--- src/rtl/nerv_mem_arbiter.sv ---
// Shares one single-port memory between the NERV core's fetch and data channels,
// stalling the core while the data access (if any) and then the next fetch complete.
module nerv_mem_arbiter #(
  parameter int unsigned TIMEOUT = 255
) (
  input  logic        clock,
  input  logic        reset_n,
  output logic        stall,
  input  logic [31:0] imem_addr,
  output logic [31:0] imem_data,
  output logic        imem_fault,
  input  logic        dmem_valid,
  input  logic [31:0] dmem_addr,
  input  logic [3:0]  dmem_wstrb,
  input  logic [31:0] dmem_wdata,
  output logic [31:0] dmem_rdata,
  output logic        dmem_fault,
  output logic        mem_req,
  output logic [31:0] mem_addr,
  output logic [3:0]  mem_we,
  output logic [31:0] mem_wdata,
  input  logic [31:0] mem_rdata,
  input  logic        mem_ready,
  input  logic        mem_fault
);

  typedef enum logic [1:0] {BOOT, DATA, INSN, RESP} state_e;

  localparam logic [8:0] TimeoutLim = 9'(TIMEOUT);

  state_e      state_q, state_d;
  logic [7:0]  waitCnt_q, waitCnt_d;
  logic [31:0] fetchAddr_q, fetchAddr_d;
  logic [31:0] dAddr_q, dAddr_d;
  logic [3:0]  dWstrb_q, dWstrb_d;
  logic [31:0] dWdata_q, dWdata_d;
  logic [31:0] imemData_q, imemData_d;
  logic        imemFault_q, imemFault_d;
  logic [31:0] dmemRdata_q, dmemRdata_d;
  logic        dmemFault_q, dmemFault_d;
  logic [8:0]  waitNext;
  logic        timeout;

  always_ff @(posedge clock or negedge reset_n) begin
    if (!reset_n) begin
      state_q     <= BOOT;
      waitCnt_q   <= '0;
      fetchAddr_q <= '0;
      dAddr_q     <= '0;
      dWstrb_q    <= '0;
      dWdata_q    <= '0;
      imemData_q  <= '0;
      imemFault_q <= 1'b0;
      dmemRdata_q <= '0;
      dmemFault_q <= 1'b0;
    end else begin
      state_q     <= state_d;
      waitCnt_q   <= waitCnt_d;
      fetchAddr_q <= fetchAddr_d;
      dAddr_q     <= dAddr_d;
      dWstrb_q    <= dWstrb_d;
      dWdata_q    <= dWdata_d;
      imemData_q  <= imemData_d;
      imemFault_q <= imemFault_d;
      dmemRdata_q <= dmemRdata_d;
      dmemFault_q <= dmemFault_d;
    end
  end

  // A wait cycle that would bring the counter to TIMEOUT aborts the access instead.
  assign waitNext = {1'b0, waitCnt_q} + 9'd1;
  assign timeout  = !mem_ready && (waitNext >= TimeoutLim);

  always_comb begin
    state_d     = state_q;
    waitCnt_d   = waitCnt_q;
    fetchAddr_d = fetchAddr_q;
    dAddr_d     = dAddr_q;
    dWstrb_d    = dWstrb_q;
    dWdata_d    = dWdata_q;
    imemData_d  = imemData_q;
    imemFault_d = imemFault_q;
    dmemRdata_d = dmemRdata_q;
    dmemFault_d = dmemFault_q;
    stall       = 1'b1;
    mem_req     = 1'b0;
    mem_addr    = fetchAddr_q;
    mem_we      = 4'h0;
    mem_wdata   = dWdata_q;

    case (state_q)
      BOOT: begin
        fetchAddr_d = imem_addr;
        waitCnt_d   = '0;
        state_d     = INSN;
      end
      RESP: begin
        stall       = 1'b0;
        fetchAddr_d = imem_addr;
        dAddr_d     = dmem_addr;
        dWstrb_d    = dmem_wstrb;
        dWdata_d    = dmem_wdata;
        waitCnt_d   = '0;
        if (dmem_valid) begin
          state_d = DATA;
        end else begin
          dmemFault_d = 1'b0;
          state_d     = INSN;
        end
      end
      DATA: begin
        mem_req  = 1'b1;
        mem_addr = dAddr_q;
        mem_we   = dWstrb_q;
        if (mem_ready) begin
          if (dWstrb_q == 4'h0) dmemRdata_d = mem_rdata;
          dmemFault_d = mem_fault;
          waitCnt_d   = '0;
          state_d     = INSN;
        end else if (timeout) begin
          if (dWstrb_q == 4'h0) dmemRdata_d = '0;
          dmemFault_d = 1'b1;
          waitCnt_d   = '0;
          state_d     = INSN;
        end else begin
          waitCnt_d = waitNext[7:0];
        end
      end
      INSN: begin
        mem_req = 1'b1;
        if (mem_ready) begin
          imemData_d  = mem_rdata;
          imemFault_d = mem_fault;
          waitCnt_d   = '0;
          state_d     = RESP;
        end else if (timeout) begin
          imemData_d  = '0;
          imemFault_d = 1'b1;
          waitCnt_d   = '0;
          state_d     = RESP;
        end else begin
          waitCnt_d = waitNext[7:0];
        end
      end
      default: state_d = BOOT;
    endcase
  end

  assign imem_data  = imemData_q;
  assign imem_fault = imemFault_q;
  assign dmem_rdata = dmemRdata_q;
  assign dmem_fault = dmemFault_q;

endmodule

--- config.mk ---
export PLATFORM = sky130hd
export DESIGN_NAME = nerv_mem_arbiter
export DESIGN_NICKNAME = d
export VERILOG_FILES = /design/src/rtl/nerv_mem_arbiter.sv
export SDC_FILE = /design/constraint.sdc
export NUM_CORES = 1
export LEC_CHECK = 0
export ABC_AREA = 1
export CAP_MARGIN = 10
export CORE_MARGIN = 3
export CORE_UTILIZATION = 35
export CTS_CLUSTER_DIAMETER = 150
export CTS_CLUSTER_SIZE = 40
export DETAILED_ROUTE_END_ITERATION = 7
export PLACE_DENSITY = 0.66
export SETUP_SLACK_MARGIN = 0.2
export SLEW_MARGIN = 20
export SYNTH_ARGS = -nofsm -noshare
export SYNTH_HDL_FRONTEND = slang
export SYNTH_SLANG_ARGS = --single-unit
--- constraint.sdc ---
create_clock -name clock -period 2.67 [get_ports clock]
set_input_delay 0.267 -clock clock [delete_from_list [all_inputs] [get_ports clock]]
set_output_delay 0.267 -clock clock [all_outputs]
set_load 0.005 [all_outputs]
After elaboration in Yosys (flattened, before gate mapping)
Index checks and enable logic that the tools add are counted.
Widths: inputs -> output; s select.
{"block": "totals", "regBits": 176, "input_bits": 137, "output_inout_bits": 136, "wordCells": 53}
{"block": "op_classes", "add_sub_neg": 1, "magnitude_cmp": 1, "n_eq_ne": 6, "mux": 23, "n_reduce_logical": 12}
{"cell": "$mux 32", "n": 7}
{"cell": "$mux 8", "n": 2}
{"cell": "$pmux 8 s2", "n": 1}
{"cell": "$mux 2", "n": 5}
{"cell": "$add 8x1->9 const B", "n": 1}
{"cell": "$ge 9x8->1 const B", "n": 1}
{"cell": "$pmux 2 s4", "n": 1}
{"cell": "$ne 3x3->1 const B", "n": 2}
{"cell": "$reduce_and 3->1", "n": 2}
{"cell": "$mux 1", "n": 5}
{"cell": "$eq 2x2->1 const B", "n": 2}
{"cell": "$logic_not 4->1", "n": 1}
{"cell": "$mux 4", "n": 1}
{"cell": "$reduce_and 2->1", "n": 2}
{"cell": "$reduce_bool 2->1", "n": 2}
{"cell": "$reduce_or 2->1", "n": 2}
{"cell": "$eq 2x1->1 const B", "n": 1}
{"cell": "$logic_not 2->1", "n": 1}
{"cell": "$ne 2x2->1 const B", "n": 1}
{"cell": "$pmux 1 s2", "n": 1}
{"cell": "$logic_and 1x1->1", "n": 1}
{"cell": "$logic_not 1->1", "n": 1}

Depth between registers and ports, before layout
{"block": "depth", "depth_word": 6, "mapped_depth": 14, "ltp_nobuf": 12}

Worst setup path after synthesis
OpenSTA, ideal clock, no wires.
{"block": "synth_path", "kind": "register -> register", "start": "register waitCnt_q[0]", "end": "register imemData_q[24] (netlist: imem_data[24])", "setup_ns": 0.118, "arrival_ns": 1.739, "required_time_ns": 2.552, "path_slack_ns": 0.813, "path_stages_with_launch": 15, "path_buffers": 2, "period_less_slack_ns": 1.857, "cell_sequence": "dfrtp_1 inv_1 ha_1 nor2_1 nor2_1 nor2_1 nand3_1 nor2_2 nand2_2 nand2_4 nand2_4 buf_6 buf_6 nand2_2 o21ai_2"}
{"block": "synth_between", "elab_chain_cells": 5}
{"item": "start: declaration", "line_no": "32", "rtl": "logic [7:0] waitCnt_q, waitCnt_d;"}
{"item": "start signal: assignment", "line_no": "58", "rtl": "waitCnt_q <= waitCnt_d;"}
{"item": "$add 8x1->9", "line_no": "71", "rtl": "assign waitNext = {1'b0, waitCnt_q} + 9'd1;"}
{"item": "$ge 9x8->1", "line_no": "72", "rtl": "assign timeout = !mem_ready && (waitNext >= TimeoutLim);"}
{"item": "$logic_and 1x1->1", "line_no": "72"}
{"item": "$reduce_bool 2->1 (no source line)"}
{"item": "$reduce_and 2->1 (no source line)"}
{"item": "end signal: assignment", "line_no": "63", "rtl": "imemData_q <= imemData_d;"}
{"item": "end: declaration", "line_no": "37", "rtl": "logic [31:0] imemData_q, imemData_d;"}
No other way between the ends.
A chain may end at the register's enable or synchronous reset.

Final worst setup path
{"block": "layout_path", "start": "register state_q[1]", "end": "output port mem_addr[9]"}
{"block": "layout_between", "elab_chain_cells": 2}
{"item": "start: declaration", "line_no": "31", "rtl": "state_e state_q, state_d;"}
{"item": "start signal: assignment", "line_no": "57", "rtl": "state_q <= state_d;"}
{"item": "$eq 2x1->1", "line_no": "91", "rtl": "case (state_q)"}
{"item": "$mux 32", "line_no": "91"}
{"item": "end: declaration", "line_no": "19", "rtl": "output logic [31:0] mem_addr,"}
No other way between the ends.

==> results.ini <==
[sta]
worst_pin_slew_ns = 0.792
drv_slew = 0
fin_crit_ns = 2.36
rsz0062_at_grt = true
min_period_over_period_pct = 88.3
fmax_mhz = 424
max_slew_margin_pct = 47.2
finalSetupViolCount = 0
fin_skew_ns = 0.00955
setup_tns_ns = 0
finalHoldViolations = 0

[clocking]
cts.sinks = 176
cts_buffer_depth = 2
cts_tree = yes
clock_latency_ns = 0.43
cts_buffers = 17
cts_root_buf = clkbuf_16
htree_levels = 4
clk_pin_slew_worst_paths_ns = 0.08

[pwr]
swShare_pct = 35.5
p_comb_share_pct = 42.9
total_leakage_power_uw = 0.00517
seqPwrFrac_pct = 36.0
p_int_uw = 7810
p_switching_uw = 4300
p_total_uw = 12100
pwr-share-clk_pct = 21.1
cellPowerDensity_mw_per_mm2 = 1100
vdd_drop_max_v = 0.000510

[grt]
grt_start_max_net_pins = 75
overflow = 0
grt_pass1_vias = 6169
grt_pass1_wl_um = 32500
grt_use_total_pct = 18.2
antenna_found_initial = 0

[flow_run]
maxCapViolCount = 0

[routing]
drt-met1-wl_um = 8740
drc_errors = 0
dr_wl_met3_um = 1290
firstDrtPassIters = 7
drt_iter0_markers = 314
dr.max_layer_used = met4
wl_per_cell_um = 14.9
wl_met2_um = 10300
routed_wl_um = 20700
num_vias = 6275
post_drt_via_cell_ratio = 4.53
ant_nets = 0

[logic_synthesis]
ys_warn_count = 0
syn_avg_cell_area_um2 = 8.69
synth_largest_area_cell = dfrtp_1
ys_types = 23
synth_area_mm2 = 0.00733
syn_nets = 986
yosys.area.top_type_share_pct = 60.1
ys.flop_type = dfrtp_1
async_flop_share_pct = 100
synth_edf_count = 0
yosys_register_bits = 176
synth.area.top_cells = dfrtp_1, nand2_1, o21ai_0
synth_commonest_cells = nand2_1, dfrtp_1, o21ai_0
synth_cells = 844
yosysMostFrequentCell = nand2_1
yosysSeqAreaShare_pct = 60.1

[placement]
numPortBuffers = 272
place_congestion = 0.764
place_hpwl_um = 13700

[floorplanning]
die_h_um = 151
core_mm2 = 0.0204
die_width_um = 151
ios = 273
core.rowCount = 52
start_util_pct = 35.9
dieArea_mm2 = 0.0227

[critical_path]
cp-start-kind = flip-flop
crit_fanout = 9
crit_arrival_ns = 2.09
worstPathRequired_ns = 2.40
cp-end-kind = output pin
worstSetupPathType = flip-flop to output pin

[cells_and_area]
fill_cells = 1866
multiInputGateArea_mm2 = 0.00251
regArea_mm2 = 0.00440
area_growth_pct = 50.4
fin_nets = 1244
layout-drive-gt1-share_pct = 7.17
antenna_cells = 0

[run_status]
status = complete, no violations

[hold_path]
hp-class = input port to asynchronous set/reset pin

## per-stage QoR
stage	utilization (%)	setup slack, ns	cell area [um^2]	hold slack [ns]	std cells
after floorplan	-	0.813	7330	-0.0286	844
after global placement	50.3	0.528	10300	0.275	1346
after detailed placement	50.3	0.421	10300	0.280	1346
after CTS	53.4	0.149	10900	0.347	1380
after global routing	54.0	0.157	11000	0.360	1385
final	54.0	0.313	11000	0.354	1385
## worst paths after layout
check / from / to / slack (ns) / cells past startpoint
max: state_q[1]$_DFFE_PN0P_ / mem_addr[9] / 0.31 / 6
min: reset_n / fetchAddr_q[22]$_DFFE_PN0P_ / 0.35 / 2
max reg2reg: state_q[1]$_DFFE_PN0P_ / dmem_rdata[13]$_DFFE_PN0P_ / 0.46 / 7
min reg2reg: dAddr_q[17]$_DFFE_PN0P_ / dAddr_q[17]$_DFFE_PN0P_ / 0.47 / 2
max in group asynchronous: reset_n / fetchAddr_q[13]$_DFFE_PN0P_ / 1.54 / 3
min in group clock: dmem_wdata[2] / mem_wdata[2]$_DFFE_PN0P_ / 0.37 / 3
## timing repair
item / 4_1_cts / 5_1_grt
buffers inserted: 0 / 2
cloned: 1 / 3
hold buffers: 1 / 0
hold endpoints to repair: 53 / 0
endpoints found under the setup margin: 6 / 46
resized for setup: 5 / 14
## final cells by class
cell class | count | share of cell area, %
flip-flops and latches | 176 | 39.9
well taps | 270 | 3.06
clock inverters | 14 | 1.48
repair buffers | 287 | 26.8
multi-input cells | 563 | 22.8
inverters | 57 | 1.94
clock buffers | 18 | 3.98
## flip-flops by register name (all words and copies together), names as in the netlist
register and flops:
dWstrb_q 4, dmem_fault 1, state_q 2, dAddr_q 32
imem_data 32, waitCnt_q 8, imem_fault 1, mem_wdata 32
fetchAddr_q 32, dmem_rdata 32
## critical path: stages, from the launching register on
cell and delay (ns):
dfrtp_1 0.40, inv_1 0.11, ha_4 0.26, clkbuf_16 0.21, nand2_1 0.05, o21ai_0 0.09, clkdlybuf4s50_1 0.54
## placed cells by master (no fill, tap or decap), types with 3 or more instances in the layout
master,count
inv_8,5
nand3_1,10
o21ai_1,39
dfrtp_1,176
inv_1,55
o21ai_0,83
inv_6,5
buf_4,6
clkdlybuf4s50_1,264
dlymetal6s2s_1,5
buf_12,4
nor3_1,7
nand4_1,3
nor2_1,6
o21ai_2,13
nand2_2,9
nand2_1,378
clkbuf_16,19
## per-layer routing
layer  track usage [%]  vias to the layer above
met5                 0                        -
li1                  -                     3155
met3              5.24                       18
met4              5.35                        0
met1              22.6                     2946
met2              31.0                      156
## logic make-up after synthesis
family | after synthesis | synth area share [%]
flip-flops | 176 | 60.1
buffers and inverters | 105 | 6.18
AO/OA/AOI/OAI | 137 | 10.1
AND/OR/NAND/NOR | 421 | 22.8
adder cells (fa/ha/maj) | 5 | 0.853
## power groups by stage
stage / logic [uW] / clock network (uW) / registers (uW)
2_1_floorplan: 2320 / 0 / 4370
3_3_place_gp: 5060 / 0 / 4370
3_5_place_dp: 5130 / 0 / 4400
4_1_cts: 5200 / 2630 / 4370
5_1_grt: 5850 / 2730 / 4500
6_report: 5190 / 2560 / 4370
No activity file was read; power rests on OpenSTA's default activity.
